File: src/rtl/ps2_key_tracker.sv
// ps2_key_tracker
//   Multi-key held-key tracker between a PS/2 byte receiver and game logic.
//   It decodes PS/2 set-2 make, break and E0-extended sequences and keeps a
//   table of up to SLOTS held keys. Press and release events are one-cycle
//   pulses carrying a 9-bit code {ext, scan[7:0]}.
//
//   Build option: define TYPEMATIC_FILTER_EN to make repeated makes of an
//   already-held key silent. When it is undefined, each repeat pulses
//   press_pulse.
//
// Ports
//   Clock          in   system clock, posedge
//   reset          in   asynchronous active-low reset
//   byte_valid     in   strobe: byte_data holds a new received byte
//   byte_data      in   received PS/2 byte
//   clear          in   synchronous flush of the table and the decoder
//   held_codes     out  slot i code at [9i+8:9i]; bit 8 = E0-extended
//   held_valid     out  slot i occupied
//   any_held       out  OR of held_valid
//   press_pulse    out  key entered the table (or typematic repeat)
//   release_pulse  out  key removed from the table
//   event_code     out  code of the latest press/release; held otherwise
//   overflow       out  make dropped because the table was full
module ps2_key_tracker #(
   parameter int unsigned CLOCK_FREQUENCY   = 25000000,
   parameter int unsigned SLOTS             = 4,
   parameter int unsigned PREFIX_TIMEOUT_MS = 2
) (
   input  logic               Clock,
   input  logic               reset,
   input  logic               byte_valid,
   input  logic [7:0]         byte_data,
   input  logic               clear,
   output logic [SLOTS*9-1:0] held_codes,
   output logic [SLOTS-1:0]   held_valid,
   output logic               any_held,
   output logic               press_pulse,
   output logic               release_pulse,
   output logic [8:0]         event_code,
   output logic               overflow
);

   localparam int unsigned TIMEOUT_RAW    = CLOCK_FREQUENCY / 1000 * PREFIX_TIMEOUT_MS;
   localparam int unsigned TIMEOUT_CYCLES = (TIMEOUT_RAW < 1) ? 1 : TIMEOUT_RAW;
   localparam int unsigned TW             = $clog2(TIMEOUT_CYCLES + 1);

   typedef enum logic [2:0] {StIdle, StExt, StBrk, StExtBrk, StSkip} state_e;

   state_e             state_q, state_d;
   logic [2:0]         skip_q, skip_d;
   logic [TW-1:0]      timer_q, timer_d;
   logic [SLOTS*9-1:0] codes_q, codes_d;
   logic [SLOTS-1:0]   valid_q, valid_d;
   logic               any_q, any_d;
   logic               press_q, press_d;
   logic               release_q, release_d;
   logic               overflow_q, overflow_d;
   logic [8:0]         event_q, event_d;

   logic               do_make, do_break;
   logic [8:0]         dec_code;
   logic               hit, free;
   int                 hit_idx, free_idx;

   // Protocol bytes (ACK, BAT, echo, errors) that never start a key sequence.
   function automatic logic is_ignored(input logic [7:0] b);
      return (b == 8'h00) || (b == 8'hAA) || (b == 8'hEE) || (b == 8'hFA) ||
             (b == 8'hFC) || (b == 8'hFD) || (b == 8'hFE) || (b == 8'hFF);
   endfunction

   // Fake-shift codes the keyboard wraps around some extended keys.
   function automatic logic is_fake_shift(input logic [7:0] b);
      return (b == 8'h12) || (b == 8'h59);
   endfunction

   // Sequence decoder and prefix timeout.
   always_comb begin
      state_d  = state_q;
      skip_d   = skip_q;
      do_make  = 1'b0;
      do_break = 1'b0;
      dec_code = {1'b0, byte_data};
      if (byte_valid) begin
         unique case (state_q)
            StIdle: begin
               if (byte_data == 8'hE0) begin
                  state_d = StExt;
               end else if (byte_data == 8'hF0) begin
                  state_d = StBrk;
               end else if (byte_data == 8'hE1) begin
                  state_d = StSkip;
                  skip_d  = 3'd7;
               end else if (!is_ignored(byte_data)) begin
                  do_make = 1'b1;
               end
            end
            StExt: begin
               if (byte_data == 8'hF0) begin
                  state_d = StExtBrk;
               end else begin
                  state_d  = StIdle;
                  dec_code = {1'b1, byte_data};
                  do_make  = !is_fake_shift(byte_data);
               end
            end
            StBrk: begin
               state_d  = StIdle;
               do_break = 1'b1;
            end
            StExtBrk: begin
               state_d  = StIdle;
               dec_code = {1'b1, byte_data};
               do_break = !is_fake_shift(byte_data);
            end
            StSkip: begin
               skip_d = skip_q - 3'd1;
               if (skip_q <= 3'd1) begin
                  state_d = StIdle;
               end
            end
            default: state_d = StIdle;
         endcase
      end else if ((state_q != StIdle) && (timer_q >= TW'(TIMEOUT_CYCLES - 1))) begin
         state_d = StIdle;
      end

      if (clear) begin
         state_d  = StIdle;
         skip_d   = 3'd0;
         do_make  = 1'b0;
         do_break = 1'b0;
      end

      // Timer measures silence inside a sequence only.
      if (clear || byte_valid || (state_d == StIdle)) begin
         timer_d = '0;
      end else begin
         timer_d = timer_q + TW'(1);
      end
   end

   // Held-key table: match and free-slot search, then update.
   always_comb begin
      codes_d    = codes_q;
      valid_d    = valid_q;
      press_d    = 1'b0;
      release_d  = 1'b0;
      overflow_d = 1'b0;
      event_d    = event_q;
      hit        = 1'b0;
      free       = 1'b0;
      hit_idx    = 0;
      free_idx   = 0;

      // Descending scan so the lowest index wins.
      for (int i = int'(SLOTS) - 1; i >= 0; i--) begin
         if (valid_q[i] && (codes_q[9*i +: 9] == dec_code)) begin
            hit     = 1'b1;
            hit_idx = i;
         end
         if (!valid_q[i]) begin
            free     = 1'b1;
            free_idx = i;
         end
      end

      if (do_make) begin
         if (hit) begin
`ifdef TYPEMATIC_FILTER_EN
            press_d = 1'b0;
`else
            press_d = 1'b1;
            event_d = dec_code;
`endif
         end else if (free) begin
            codes_d[9*free_idx +: 9] = dec_code;
            valid_d[free_idx]        = 1'b1;
            press_d                  = 1'b1;
            event_d                  = dec_code;
         end else begin
            overflow_d = 1'b1;
         end
      end else if (do_break && hit) begin
         codes_d[9*hit_idx +: 9] = 9'h000;
         valid_d[hit_idx]        = 1'b0;
         release_d               = 1'b1;
         event_d                 = dec_code;
      end

      if (clear) begin
         codes_d    = '0;
         valid_d    = '0;
         press_d    = 1'b0;
         release_d  = 1'b0;
         overflow_d = 1'b0;
      end

      any_d = |valid_d;
   end

   always_ff @(posedge Clock or negedge reset) begin
      if (!reset) begin
         state_q    <= StIdle;
         skip_q     <= 3'd0;
         timer_q    <= '0;
         codes_q    <= '0;
         valid_q    <= '0;
         any_q      <= 1'b0;
         press_q    <= 1'b0;
         release_q  <= 1'b0;
         overflow_q <= 1'b0;
         event_q    <= 9'h000;
      end else begin
         state_q    <= state_d;
         skip_q     <= skip_d;
         timer_q    <= timer_d;
         codes_q    <= codes_d;
         valid_q    <= valid_d;
         any_q      <= any_d;
         press_q    <= press_d;
         release_q  <= release_d;
         overflow_q <= overflow_d;
         event_q    <= event_d;
      end
   end

   assign held_codes    = codes_q;
   assign held_valid    = valid_q;
   assign any_held      = any_q;
   assign press_pulse   = press_q;
   assign release_pulse = release_q;
   assign event_code    = event_q;
   assign overflow      = overflow_q;

endmodule

File: config.mk
export PLATFORM = sky130hd
export DESIGN_NAME = ps2_key_tracker
export DESIGN_NICKNAME = d
export VERILOG_FILES = /design/src/rtl/ps2_key_tracker.sv
export SDC_FILE = /design/constraint.sdc
export NUM_CORES = 1
export LEC_CHECK = 0
export BUFFER_PORTS_ARGS = -buffer_cell sky130_fd_sc_hd__buf_2
export CORE_MARGIN = 2
export CORE_UTILIZATION = 45
export DETAILED_ROUTE_END_ITERATION = 7
export PLACE_DENSITY_LB_ADDON = 0.08
export SLEW_MARGIN = 25
export SYNTH_ARGS = -nofsm -noshare
export SYNTH_HDL_FRONTEND = slang
export SYNTH_SLANG_ARGS = --single-unit
File: constraint.sdc
create_clock -name Clock -period 9.05 [get_ports Clock]
set_input_delay 0.905 -clock Clock [delete_from_list [all_inputs] [get_ports Clock]]
set_output_delay 0.905 -clock Clock [all_outputs]
set_load 0.01 [all_outputs]
==> metrics.cfg <==
[power_and_ir_drop]
peakVddDrop_mv = 0.1433
power.density_mw_per_mm2 = 148.0
p_leak_nw = 2.561
finalPower_w = 0.0008725

[setup_path]
critPathCaptureType = flop
cp.arrival_ps = 4050
slowest_delay_ps = 690
crit_fanout = 18
worstPathRequired_ps = 9280
worstSetupPathType = in -> reg
path_cells = buf_2 -> xor2_1 -> nor4_1 -> and4_1 -> a22oi_1 -> o22ai_1 -> o21a_1 -> o21bai_1 -> mux2_1
critPathLaunchType = primary input
crit_path_top_delay_cell = nor4_1

[route]
vias = 4740
antenna_left = 0
finalWirelength_um = 15850
drt_first_pass_iters = 5
drt-vias-per-instance = 6.295
wl_per_cell_um = 21.05
drcViolationCount = 0
drtIter0Drc = 399

[logic_synthesis]
yosys-top-cells-area = dfrtp_1 35%, xor2_1 4.5%, nor2_1 3.7%, nand2_1 3.4%, xnor2_1 3.3%
yosysWarnings = 0
seq_area_frac_synth = 0.3537
syn-num-nets = 597
ys_types = 77
yosys.area.top_type_share = 0.3537
yosysMostFrequentCell = dfrtp_1
netlist_area_mm2 = 0.005306
syn_inst = 575
synth_edf_count = 0
synth_ff_type = dfrtp_1
avgSynthCellArea_um2 = 9.228
synth_seq_cells = 75
yosys-top-cells-count = 75 x dfrtp_1, 53 x nor2_1, 48 x nand2_1
netlist.top_cell.by_area = dfrtp_1
async_flop_share = 1.000

[finish]
layout.nets = 627
fillerInstances = 1086
syn_to_final_growth_pct = 11.13
fin_area_mm2 = 0.005897
antenna_cells = 0
drive_above_1_share = 0.1656
utilization = 0.5142

[global_routing]
grt_pass1_vias = 4578
grt_pass1_wl_um = 25490
use_met1 = 0.3789
grt_use_met2 = 0.3741
grt_antenna_before_repair = 0
gr-total-overflow = 0
grt_use_total = 0.2581
grt_max_degree = 76
gr-usage-met3 = 0.05400
busiest_layer = met1

[clock_tree]
cts_root_buf = clkbuf_16
postCtsResizedCells = 0
ctsHtreeMaxLevel = 3
numCtsBuffers = 9
cts_tree = yes
cts_max_path_buffers = 2
cts.clk_slew.worst_paths_ps = 60
post-cts-setup-buffers = 0
clk_latency_ps = 350
hold_buffers = 0
clkSinkCount = 75

[floorplanning]
dieWidth_um = 112.6
num_rows = 39
die_area_mm2 = 0.01268
die_h_um = 112.6
start_util = 0.4627
io_pins = 65
core_area_mm2 = 0.01147

[sta]
slew_headroom = 0.3127
maxSlewViolCount = 0
finalCritPeriodShare = 0.4221
fin_hold_ws_ps = 472.0
setup_violations = 0
setup_tns_ps = 0
rsz0062_at_grt = false
finalWorstPathRequiredPeriod_ps = 3820
finalHoldViolCount = 0
max_freq_mhz = 261.8
finClkSkew_ps = 7.418
worst_slew_pin_slew_ps = 1029

[place]
portBuffers = 64
dp_hpwl_um = 11110
placed_area_mm2 = 0.005569
gp_congestion = 0.9099

[min_path]
holdCritPathClass = reg -> reg

[outcome]
status = finished, final reports clean

[job]
max_cap_violations = 0

-- logic make-up (layout without fill, tap and decap cells) --
| logic type | Yosys count | in the layout | share of synthesized area |
|---|---|---|---|
| and+or+nand+nor | 227 | 227 | 0.2323 |
| AOI/OAI and AO/OA | 122 | 122 | 0.1853 |
| DFF | 75 | 75 | 0.3537 |
| buffers and inverters | 65 | 100 | 0.05918 |
| xor gates and xnor gates | 47 | 47 | 0.07758 |
| muxes | 29 | 29 | 0.06838 |
| adders and majority gates | 10 | 10 | 0.02358 |
-- critical path: cells and delay by family --
| family | cells | cell delay (ps) |
|---|---|---|
| xor+xnor | 1 | 120 |
| simple gates | 2 | 1050 |
| mux | 1 | 390 |
| compound gates | 4 | 1210 |
| buf+inv | 1 | 360 |
-- final cells by class --
type	instances	area, µm²	share of cell area
repair buffers	64	326.6	0.05538
multi-input cells	435	3122	0.5294
clock buffers	9	225.2	0.03819
well taps	143	178.9	0.03034
flip-flops and latches	75	1877	0.3183
clock inverters	7	92.59	0.01570
inverters	20	75.07	0.01273
-- power by group --
part / internal (W) / total [W] / leakage [nW] / switching [W]
Sequential: 0.000345 / 0.000352 / 1.02 / 0.00000703
Clock: 0.000240 / 0.000389 / 0.147 / 0.000149
Combinational: 0.0000450 / 0.000132 / 1.39 / 0.0000868
-- per-stage QoR --
| stage | std cells | setup WS, ps |
|---|---|---|
| after floorplan | 575 | 5802 |
| after global routing | 753 | 4966 |
| after global placement | 737 | 4904 |
| after CTS | 753 | 5233 |
| final | 753 | 5230 |
| after detailed placement | 737 | 4890 |
-- placed cells by master, fill, tap and decap left out, types with 4 or more instances in the layout --
| cell | n |
|---|---|
| nand2_1 | 48 |
| o31ai_1 | 8 |
| nand4_1 | 11 |
| mux4_2 | 4 |
| inv_1 | 19 |
| ha_1 | 10 |
| or4_1 | 4 |
| or4b_1 | 4 |
| nor3_1 | 14 |
| xnor2_1 | 20 |
| nand2b_1 | 7 |
| xor2_1 | 27 |
| a22o_1 | 16 |
| and2_1 | 4 |
| mux2_1 | 14 |
| o21a_1 | 6 |
| nor3b_1 | 4 |
| and3_1 | 7 |
| o22ai_1 | 6 |
| nand3_1 | 19 |
| o21ai_0 | 16 |
| and4_1 | 4 |
| mux2i_1 | 7 |
| nor2_1 | 53 |
| or3_1 | 5 |
| mux2_2 | 4 |
| nor4b_1 | 4 |
| a22oi_1 | 4 |
| a32o_1 | 13 |
| buf_2 | 63 |
| a21oi_1 | 12 |
| nor4_1 | 6 |
| dfrtp_1 | 75 |
| nor2b_1 | 11 |
| nand3b_1 | 4 |
| clkbuf_16 | 9 |
-- registers in the layout, summed over array words and instances (netlist names), 3 cells and up --
signal	flops
event_code	9
timer_q	16
held_codes	36
held_valid	4
state_q	3
skip_q	3
-- final timing paths --
check                           cells past startpoint  slack, ps             end          from
worst max-delay path                                9       5230   event_code[2]  byte_data[4]
worst max register to register                      7       5640   held_codes[1]    state_q[1]
min in group asynchronous                           1        550       skip_q[0]         reset
worst min-delay path                                1        470      timer_q[0]    timer_q[0]
max in group asynchronous                           1       7950  held_codes[21]         reset
worst min register to register                      1        470      timer_q[0]    timer_q[0]
-- layer usage --
layer | share of wire | vias up
met1 | 0.47 | 2343
li1 | - | 2159
met5 | 0 | -
met3 | 0.073 | 26
met2 | 0.44 | 212
met4 | 0.020 | 0
Note: power is estimated with default switching activity, not from simulation.
